### config.mk
export PLATFORM = sky130hd
export DESIGN_NAME = connect4_turn_ctrl
export DESIGN_NICKNAME = d
export VERILOG_FILES = /design/src/rtl/connect4_turn_ctrl.sv
export SDC_FILE = /design/constraint.sdc
export NUM_CORES = 1
export LEC_CHECK = 0
export BUFFER_PORTS_ARGS = -buffer_cell sky130_fd_sc_hd__buf_2
export CAP_MARGIN = 10
export CORE_MARGIN = 1
export CORE_UTILIZATION = 40
export DETAILED_ROUTE_END_ITERATION = 10
export GPL_TIMING_DRIVEN = 0
export SLEW_MARGIN = 20
export SYNTH_ARGS = -nofsm -noshare
export SYNTH_HDL_FRONTEND = slang
export SYNTH_SLANG_ARGS = --single-unit
### constraint.sdc
create_clock -name clk -period 2.3 [get_ports clk]
set_clock_uncertainty 0.1 [all_clocks]
set_input_delay 0.115 -clock clk [delete_from_list [all_inputs] [get_ports clk]]
set_output_delay 0.115 -clock clk [all_outputs]
set_load 0.01 [all_outputs]
### src/rtl/connect4_turn_ctrl.sv
// connect4_turn_ctrl: turn and game-state sequencer for the Connect Four datapath.
// Turns button pulses into cursor moves and one-cycle drop commands, hands each
// drop to the win checker, alternates players and detects a draw on a full board.
//
// Handshake: buttons, start and check_done are single-cycle pulses, each acted on
// only in the state that owns it (buttons in SELECT, start in IDLE/GAME_OVER,
// check_done in CHECK) and otherwise dropped. drop_en, new_game and drop_reject
// are single-cycle pulses. check_req is a level held for the whole of CHECK.
//
// Optional feature: define TURN_TIMER_EN to enable the per-turn forfeit timer.
// The default build has no timer and timeout_flag is tied low.
// fsm_state exposes the state register for observation.
module connect4_turn_ctrl #(
    parameter int NUM_COLS     = 7,
    parameter int MAX_MOVES    = 42,
    parameter int START_COL    = 3,
    parameter int TURN_TIMEOUT = 50_000_000
) (
    input  logic       clk,
    input  logic       rst_n,
    input  logic       start,
    input  logic       btn_left,
    input  logic       btn_right,
    input  logic       btn_drop,
    input  logic       column_full,
    input  logic       check_done,
    input  logic       win_found,
    output logic       drop_en,
    output logic [2:0] column_select,
    output logic [1:0] player,
    output logic       check_req,
    output logic       new_game,
    output logic       drop_reject,
    output logic [5:0] move_count,
    output logic       game_over,
    output logic [1:0] winner,
    output logic       timeout_flag,
    output logic [2:0] fsm_state
);

    typedef enum logic [2:0] {
        IDLE      = 3'd0,
        SELECT    = 3'd1,
        DROP      = 3'd2,
        SETTLE    = 3'd3,
        CHECK     = 3'd4,
        GAME_OVER = 3'd5
    } state_t;

    localparam logic [2:0] LAST_COL  = 3'(NUM_COLS - 1);
    localparam logic [2:0] HOME_COL  = 3'(START_COL);
    localparam logic [5:0] MAX_MV    = 6'(MAX_MOVES);
    localparam logic [1:0] PLAYER_1  = 2'b01;

    state_t     state_q, state_d;
    logic [2:0] col_d;
    logic [1:0] player_d;
    logic [5:0] count_d;
    logic [1:0] winner_d;
    logic       drop_en_d, new_game_d, reject_d;
    logic [1:0] other_player;

    // Player encoding is one-hot over two bits, so swapping the bits toggles it.
    assign other_player = {player[0], player[1]};
    assign check_req    = (state_q == CHECK);
    assign game_over    = (state_q == GAME_OVER);
    assign fsm_state    = state_q;

`ifdef TURN_TIMER_EN
    localparam int TIMER_W = (TURN_TIMEOUT > 2) ? $clog2(TURN_TIMEOUT) : 1;
    localparam logic [TIMER_W-1:0] TIMER_LAST = TIMER_W'(TURN_TIMEOUT - 1);

    logic [TIMER_W-1:0] timer_q;
    logic               timer_expired;
    logic               tflag_d;

    assign timer_expired = (timer_q == TIMER_LAST);

    // Turn timer: counts cycles while SELECT persists, zero at every SELECT entry.
    always_ff @(posedge clk or negedge rst_n) begin
        if (!rst_n)                                   timer_q <= '0;
        else if (state_q == SELECT && state_d == SELECT) timer_q <= timer_q + 1'b1;
        else                                          timer_q <= '0;
    end

    // Timeout flag register, cleared by reset and by each new game.
    always_ff @(posedge clk or negedge rst_n) begin
        if (!rst_n) timeout_flag <= 1'b0;
        else        timeout_flag <= tflag_d;
    end
`else
    assign timeout_flag = 1'b0;
`endif

    // State register.
    always_ff @(posedge clk or negedge rst_n) begin
        if (!rst_n) state_q <= IDLE;
        else        state_q <= state_d;
    end

    // Next-state and next-value decode for all registered outputs.
    always_comb begin
        state_d    = state_q;
        col_d      = column_select;
        player_d   = player;
        count_d    = move_count;
        winner_d   = winner;
        drop_en_d  = 1'b0;
        new_game_d = 1'b0;
        reject_d   = 1'b0;
`ifdef TURN_TIMER_EN
        tflag_d    = timeout_flag;
`endif
        case (state_q)
            IDLE, GAME_OVER: begin
                if (start) begin
                    state_d    = SELECT;
                    new_game_d = 1'b1;
                    player_d   = PLAYER_1;
                    count_d    = '0;
                    winner_d   = 2'b00;
                    col_d      = HOME_COL;
`ifdef TURN_TIMER_EN
                    tflag_d    = 1'b0;
`endif
                end
            end
            SELECT: begin
                // A drop request wins over cursor moves and freezes the cursor.
                if (btn_drop) begin
                    if (!column_full) begin
                        state_d   = DROP;
                        drop_en_d = 1'b1;
                        if (move_count != MAX_MV) count_d = move_count + 6'd1;
                    end else begin
                        reject_d = 1'b1;
                    end
                end else if (btn_left && !btn_right) begin
                    col_d = (column_select == 3'd0) ? LAST_COL : column_select - 3'd1;
                end else if (btn_right && !btn_left) begin
                    col_d = (column_select == LAST_COL) ? 3'd0 : column_select + 3'd1;
                end
`ifdef TURN_TIMER_EN
                // Expiry forfeits the turn unless a drop was accepted this cycle.
                if (timer_expired && state_d != DROP) begin
                    state_d  = GAME_OVER;
                    winner_d = other_player;
                    tflag_d  = 1'b1;
                end
`endif
            end
            DROP:   state_d = SETTLE;
            SETTLE: state_d = CHECK;
            CHECK: begin
                if (check_done) begin
                    if (win_found) begin
                        state_d  = GAME_OVER;
                        winner_d = player;
                    end else if (move_count == MAX_MV) begin
                        state_d  = GAME_OVER;
                        winner_d = 2'b00;
                    end else begin
                        state_d  = SELECT;
                        player_d = other_player;
                    end
                end
            end
            default: state_d = IDLE;
        endcase
    end

    // Registered outputs.
    always_ff @(posedge clk or negedge rst_n) begin
        if (!rst_n) begin
            column_select <= HOME_COL;
            player        <= PLAYER_1;
            move_count    <= '0;
            winner        <= 2'b00;
            drop_en       <= 1'b0;
            new_game      <= 1'b0;
            drop_reject   <= 1'b0;
        end else begin
            column_select <= col_d;
            player        <= player_d;
            move_count    <= count_d;
            winner        <= winner_d;
            drop_en       <= drop_en_d;
            new_game      <= new_game_d;
            drop_reject   <= reject_d;
        end
    end

endmodule

==> results.ini, run 1 <==
[layout]
final_common_cell = buf_2
finalNetCount = 185
synthToLayoutAreaGrowth_pct = 20.06
layout-drive-gt1-share = 0.2575
layout.cells.most_common_list = buf_2 (30), dfrtp_1 (16), inv_1 (10)
n_antenna_cell = 0
utilization = 0.5152

[floorplan]
dieArea_um2 = 3232
die_h_um = 56.86
core_area_um2 = 2805
num_io_pins = 31
initial_utilization = 0.4291
rows = 19
die_w_um = 56.86

[worst_hold_path]
hp-class = in2reg

[clock_tree]
cts_buffer_depth = 2
cts_sinks = 19
root_buffer = clkbuf_4
ctsHtreeMaxLevel = 1
clk_pin_slew_ns = 0.11
numCtsBuffers = 3
cts_tree = done
cts_resized = 0
worstSkewPairLatency_ns = 0.29

[placed_design]
dp_worst_setup_slack_ns = 0.1990
io_buffers = 29
gp_congestion = 0.8030
dpl.hpwl_um = 1944

[timing]
relSlewSlack = 0.4847
setup_violations = 0
rsz0062_at_grt = no
fmax_mhz = 468.1
period_share = 0.9287
layout_min_cycle_time_ns = 2.136
holdWs_ns = 0.05130
slew_viol_final = 0
finalHoldViolCount = 0
setup_ws_ns = 0.1639
tns_ns = 0
worst_slew_pin_slew_ns = 0.7670

[synthesis]
ys_seq_area_frac = 0.3981
syn_nets = 148
yosys_warnings = 0
synth_cell_types = 44
ys_seq_elements = 19
synth_edf_count = 0
ys.flop_type = dfrtp_1
syn-cell-area_um2 = 1204
syn_inst = 131
synth_area_per_cell_um2 = 9.188
async_flop_share = 1.000

[setup_path]
crit_required_ns = 2.43
crit_type = reg2reg
cp.arrival_ns = 2.27
r2r_slack_ns = 0.16
timing.rr.end = drop_reject
worst_setup_path_start_kind = flip-flop
crit_fanout = 7
crit_end = drop_reject
end_kind = flip-flop
startpoint = fsm_state[0]
r2r_start = fsm_state[0]
reg2reg_depth = 4

[pwr]
powerDensity_nw_per_um2 = 1169
p_leak_nw = 0.7295
irDropWorstVdd_uv = 454.8
p_total_mw = 1.690

[flow_run]
drv_cap = 0

[detailed_routing]
drc = 6
drt_iter0_drc = 28
wirelength_um = 2605
via_per_inst = 5.389
via_count = 1067
ant_nets = 0
drt-pass1-iter-count = 7
routedWlPerCell_um = 13.16

[global_route]
grt_pass1_vias = 1011
grt_max_degree = 20
track_usage = 0.1762
grt.overflow.total = 0
antenna_found_initial = 0
grt_first_pass_wirelength_um = 4464

[outcome]
violations = design-rule violations
outcome = complete, but fails checks

report_power, final:
| group | switching [mW] | internal, mW | leakage (nW) | total, mW |
|---|---|---|---|---|
| sequential | 0.135 | 0.472 | 0.241 | 0.607 |
| clock | 0.0984 | 0.0646 | 0.0177 | 0.163 |
| combinational | 0.515 | 0.405 | 0.471 | 0.920 |
sequential cells by signal, indices dropped and copies added (netlist names):
signal,flops
player,2
winner,2
fsm_state,3
drop_en,1
drop_reject,1
column_select,3
new_game,1
move_count,6
cell usage after synthesis, types with 2 or more instances:
| master | n | area share |
|---|---|---|
| o31ai_1 | 2 | 0.012 |
| nor3_1 | 3 | 0.012 |
| a211oi_1 | 3 | 0.019 |
| nand3_1 | 8 | 0.033 |
| inv_1 | 10 | 0.031 |
| dfstp_2 | 3 | 0.065 |
| nor2b_1 | 3 | 0.016 |
| nand2b_1 | 3 | 0.016 |
| nand2_1 | 9 | 0.028 |
| o21ai_0 | 5 | 0.021 |
| nand4_1 | 3 | 0.016 |
| and3_1 | 3 | 0.016 |
| a31oi_1 | 2 | 0.010 |
| o21a_1 | 2 | 0.012 |
| ha_1 | 8 | 0.083 |
| mux2i_1 | 2 | 0.017 |
| a32oi_1 | 2 | 0.015 |
| clkbuf_1 | 3 | 0.0094 |
| nor2_1 | 7 | 0.022 |
| mux2_2 | 2 | 0.019 |
| o211ai_1 | 3 | 0.019 |
| dfrtp_1 | 16 | 0.33 |
| a21oi_1 | 8 | 0.033 |
per-layer routing:
metal / share of wire / track usage / vias to the layer above
met1: 0.50 / 0.2435 / 500
li1: - / - / 544
met4: 0.0073 / 0.05226 / 0
met3: 0.036 / 0.02304 / 2
met2: 0.45 / 0.2874 / 21
met5: 0 / 0 / -
timing repair:
action | in CTS | in global routing
endpoints found under the hold margin | 20 | 0
hold buffers | 3 | 0
buffers inserted | 0 | 0
per-stage QoR:
step           instance area (um2)  std cells
6_report                      1445        198
5_1_grt                       1445        198
4_1_cts                       1445        198
3_5_place_dp                  1388        191
3_3_place_gp                  1388        191
2_1_floorplan                 1204        131
worst max-delay path: stages, from the launching register on:
cell and delay, ns:
dfrtp_1 0.45, inv_1 0.10, nor3_1 0.65, and3_1 0.24, dlygate4sd3_1 0.54
kinds of logic (layout without fill, tap and decap cells):
| group | after synthesis | in the layout | share of synthesized area |
|---|---|---|---|
| buf+inv | 16 | 52 | 0.06029 |
| fa+ha+maj | 8 | 8 | 0.08316 |
| flops | 19 | 19 | 0.3981 |
| other cells | 1 | 1 | 0.003116 |
| simple gates | 46 | 46 | 0.2017 |
| mux | 4 | 4 | 0.03534 |
| compound gates | 36 | 36 | 0.2110 |
| xor+xnor | 1 | 1 | 0.007278 |
worst min-delay path by stage:
stage | start | to | slack (ns) | cells after the start
2_1_floorplan | rst_n | column_select[2] | -0.28 | 0
3_3_place_gp | rst_n | column_select[2] | -0.02 | 1
3_5_place_dp | rst_n | column_select[2] | -0.02 | 1
4_1_cts | win_found | winner[0] | 0.05 | 3
5_1_grt | win_found | winner[1] | 0.06 | 3
6_report | win_found | winner[0] | 0.05 | 3
area by class of cell:
| type | count | area (um2) |
|---|---|---|
| timing repair buffer | 32 | 175.2 |
| clock inverter | 1 | 5.005 |
| multi-input combinational | 96 | 651.9 |
| buffer | 6 | 35.03 |
| clock buffer | 3 | 22.52 |
| inverter | 10 | 37.54 |
| fill | 269 | 1360 |
| tap | 31 | 38.79 |
| sequential | 19 | 479.2 |
(Power assumes the default switching activity.)
==> run 2, diff against run 1 <==
--- a/config.mk
+++ b/config.mk
@@ -5,11 +5,12 @@
 export SDC_FILE = /design/constraint.sdc
 export NUM_CORES = 1
 export LEC_CHECK = 0
-export BUFFER_PORTS_ARGS = -buffer_cell sky130_fd_sc_hd__buf_2
+export ABC_AREA = 0
 export CAP_MARGIN = 10
 export CORE_MARGIN = 1
 export CORE_UTILIZATION = 40
 export DETAILED_ROUTE_END_ITERATION = 10
+export DONT_BUFFER_PORTS = 1
 export GPL_TIMING_DRIVEN = 0
 export SLEW_MARGIN = 20
 export SYNTH_ARGS = -nofsm -noshare
==> run 2 against run 1 <==
The flow still finishes with violations (design-rule violations). Global-route usage is 0.15 points higher. Clock power is 4% higher. Routed wire length is 1.8% higher. Power is 4.2% lower. Register-to-register slack worse by 0.02 ns. Clock-buffer cell count stayed put. Worst setup slack worse by 0.022 ns. Sequential power is 13% higher. Critical endpoint is now move_count[4]. Final cell count is 11% lower.
==> results.ini, run 2 (synthesis results as in run 1) <==
[outcome]
outcome = complete, but fails checks
violations = design-rule violations

[global_route]
grt.overflow.total = 0
grt_pass1_vias = 1001
track_usage = 0.1776
antenna_found_initial = 0
grt_first_pass_wirelength_um = 4422
grt_max_degree = 20

[pwr]
irDropWorstVdd_uv = 498.0
p_leak_nw = 0.6288
powerDensity_nw_per_um2 = 1172
p_total_mw = 1.618

[clock_tree]
cts_tree = done
cts_sinks = 19
worstSkewPairLatency_ns = 0.30
root_buffer = clkbuf_4
ctsHtreeMaxLevel = 1
cts_buffer_depth = 2
post_cts_buffers = 0
clk_pin_slew_ns = 0.11
numCtsBuffers = 3

[detailed_routing]
wirelength_um = 2651
drt-pass1-iter-count = 7
routedWlPerCell_um = 15.06
via_per_inst = 5.875
drc = 6
drt_iter0_drc = 41
via_count = 1034
ant_nets = 0

[floorplan]
die_h_um = 56.86
initial_utilization = 0.4291
rows = 19
die_w_um = 56.86
num_io_pins = 31
core_area_um2 = 2805
dieArea_um2 = 3232

[setup_path]
crit_end = move_count[4]
crit_required_ns = 2.44
startpoint = fsm_state[2]
reg2reg_depth = 6
crit_fanout = 9
crit_type = reg2reg
crit_family = simple AND/OR/NAND/NOR gates
path_depth = 6
crit_buf_inv = 2
end_kind = flip-flop
worst_setup_path_start_kind = flip-flop
r2r_start = fsm_state[2]
cp_cell_sequence = buf_6 > or3b_1 > buf_2 > a211o_4 > or4_1 > nand3_1
cp.arrival_ns = 2.30
r2r_slack_ns = 0.14
slowest_delay_ns = 0.47
timing.rr.end = move_count[4]
critical-path-slowest-cell = or4_1

[layout]
synthToLayoutAreaGrowth_pct = 14.66
finalNetCount = 163
n_antenna_cell = 0
n_fill_cell = 270
layout.cells.most_common_list = dfrtp_1 (16), inv_1 (10), dlygate4sd3_1 (10)
design_area_um2 = 1380
layout-drive-gt1-share = 0.1172
regMostFlops = move_count
largest_reg_flops = 6
final_common_cell = dfrtp_1

[flow_run]
drv_cap = 0

[placed_design]
gp_congestion = 0.7666
dpl.hpwl_um = 1901
dp_worst_setup_slack_ns = 0.1704
io_buffers = 0
place_area_um2 = 1242

[timing]
rsz0062_at_grt = no
worst_slew_pin_slew_ns = 0.8364
setup_ws_ns = 0.1416
slew_viol_final = 0
setup_violations = 0
relSlewSlack = 0.4405
tns_ns = 0
finalHoldViolCount = 0
period_share = 0.9384
layout_min_cycle_time_ns = 2.158
fmax_mhz = 463.3

[worst_hold_path]
hp-class = in2reg

[run 2: changes by cell type in the layout (fill, tap and decap cells not counted), sizes merged]
cell | before | now
buf | 32 | 3
dlygate4sd3 | 3 | 10
[run 2: final cells by class]
cell class	count	area, um2	share of cell area
buffer	6	35.03	0.02539
multi-input combinational	96	661.9	0.4796
clock buffer	3	22.52	0.01632
inverter	10	37.54	0.02720
tap	31	38.79	0.02811
sequential	19	479.2	0.3472
timing repair buffer	10	100.1	0.07253
clock inverter	1	5.005	0.003626
[run 2: metal layers]
layer / up-vias / GRT usage / wire length (um)
met5: - / 0 / 0
met4: 0 / 0.03484 / 17
met3: 2 / 0.07373 / 213
met2: 36 / 0.2976 / 1247
met1: 496 / 0.2145 / 1173
li1: 500 / - / -
[run 2: how the worst min path moves through the flow]
stage	endpoint	depth (start not counted)	from
after detailed placement	column_select[2]	0	rst_n
final	drop_en	2	column_full
after global routing	drop_en	2	column_full
after global placement	column_select[2]	0	rst_n
after CTS	fsm_state[2]	2	win_found
after floorplan	column_select[2]	0	rst_n
[run 2: repair_timing]
action,CTS,global route
resized for setup,0,3
hold buffers,9,1
endpoints found under the hold margin,27,1
setup endpoints to repair,0,3
[run 2: per-stage QoR]
step / hold slack, ns / std cells / util
3_5_place_dp: -0.2802 / 162 / 0.4429
3_3_place_gp: -0.2802 / 162 / 0.4429
6_report: 0.02949 / 176 / 0.4920
5_1_grt: 0.03161 / 176 / 0.4920
4_1_cts: 0.0008229 / 175 / 0.4848
2_1_floorplan: -0.2806 / 131 / -
[run 2: where the power goes]
| part | leakage (nW) | switching, mW | total (mW) | internal, mW |
|---|---|---|---|---|
| clock | 0.0177 | 0.105 | 0.170 | 0.0648 |
| sequential | 0.241 | 0.215 | 0.687 | 0.472 |
| combinational | 0.370 | 0.426 | 0.761 | 0.335 |
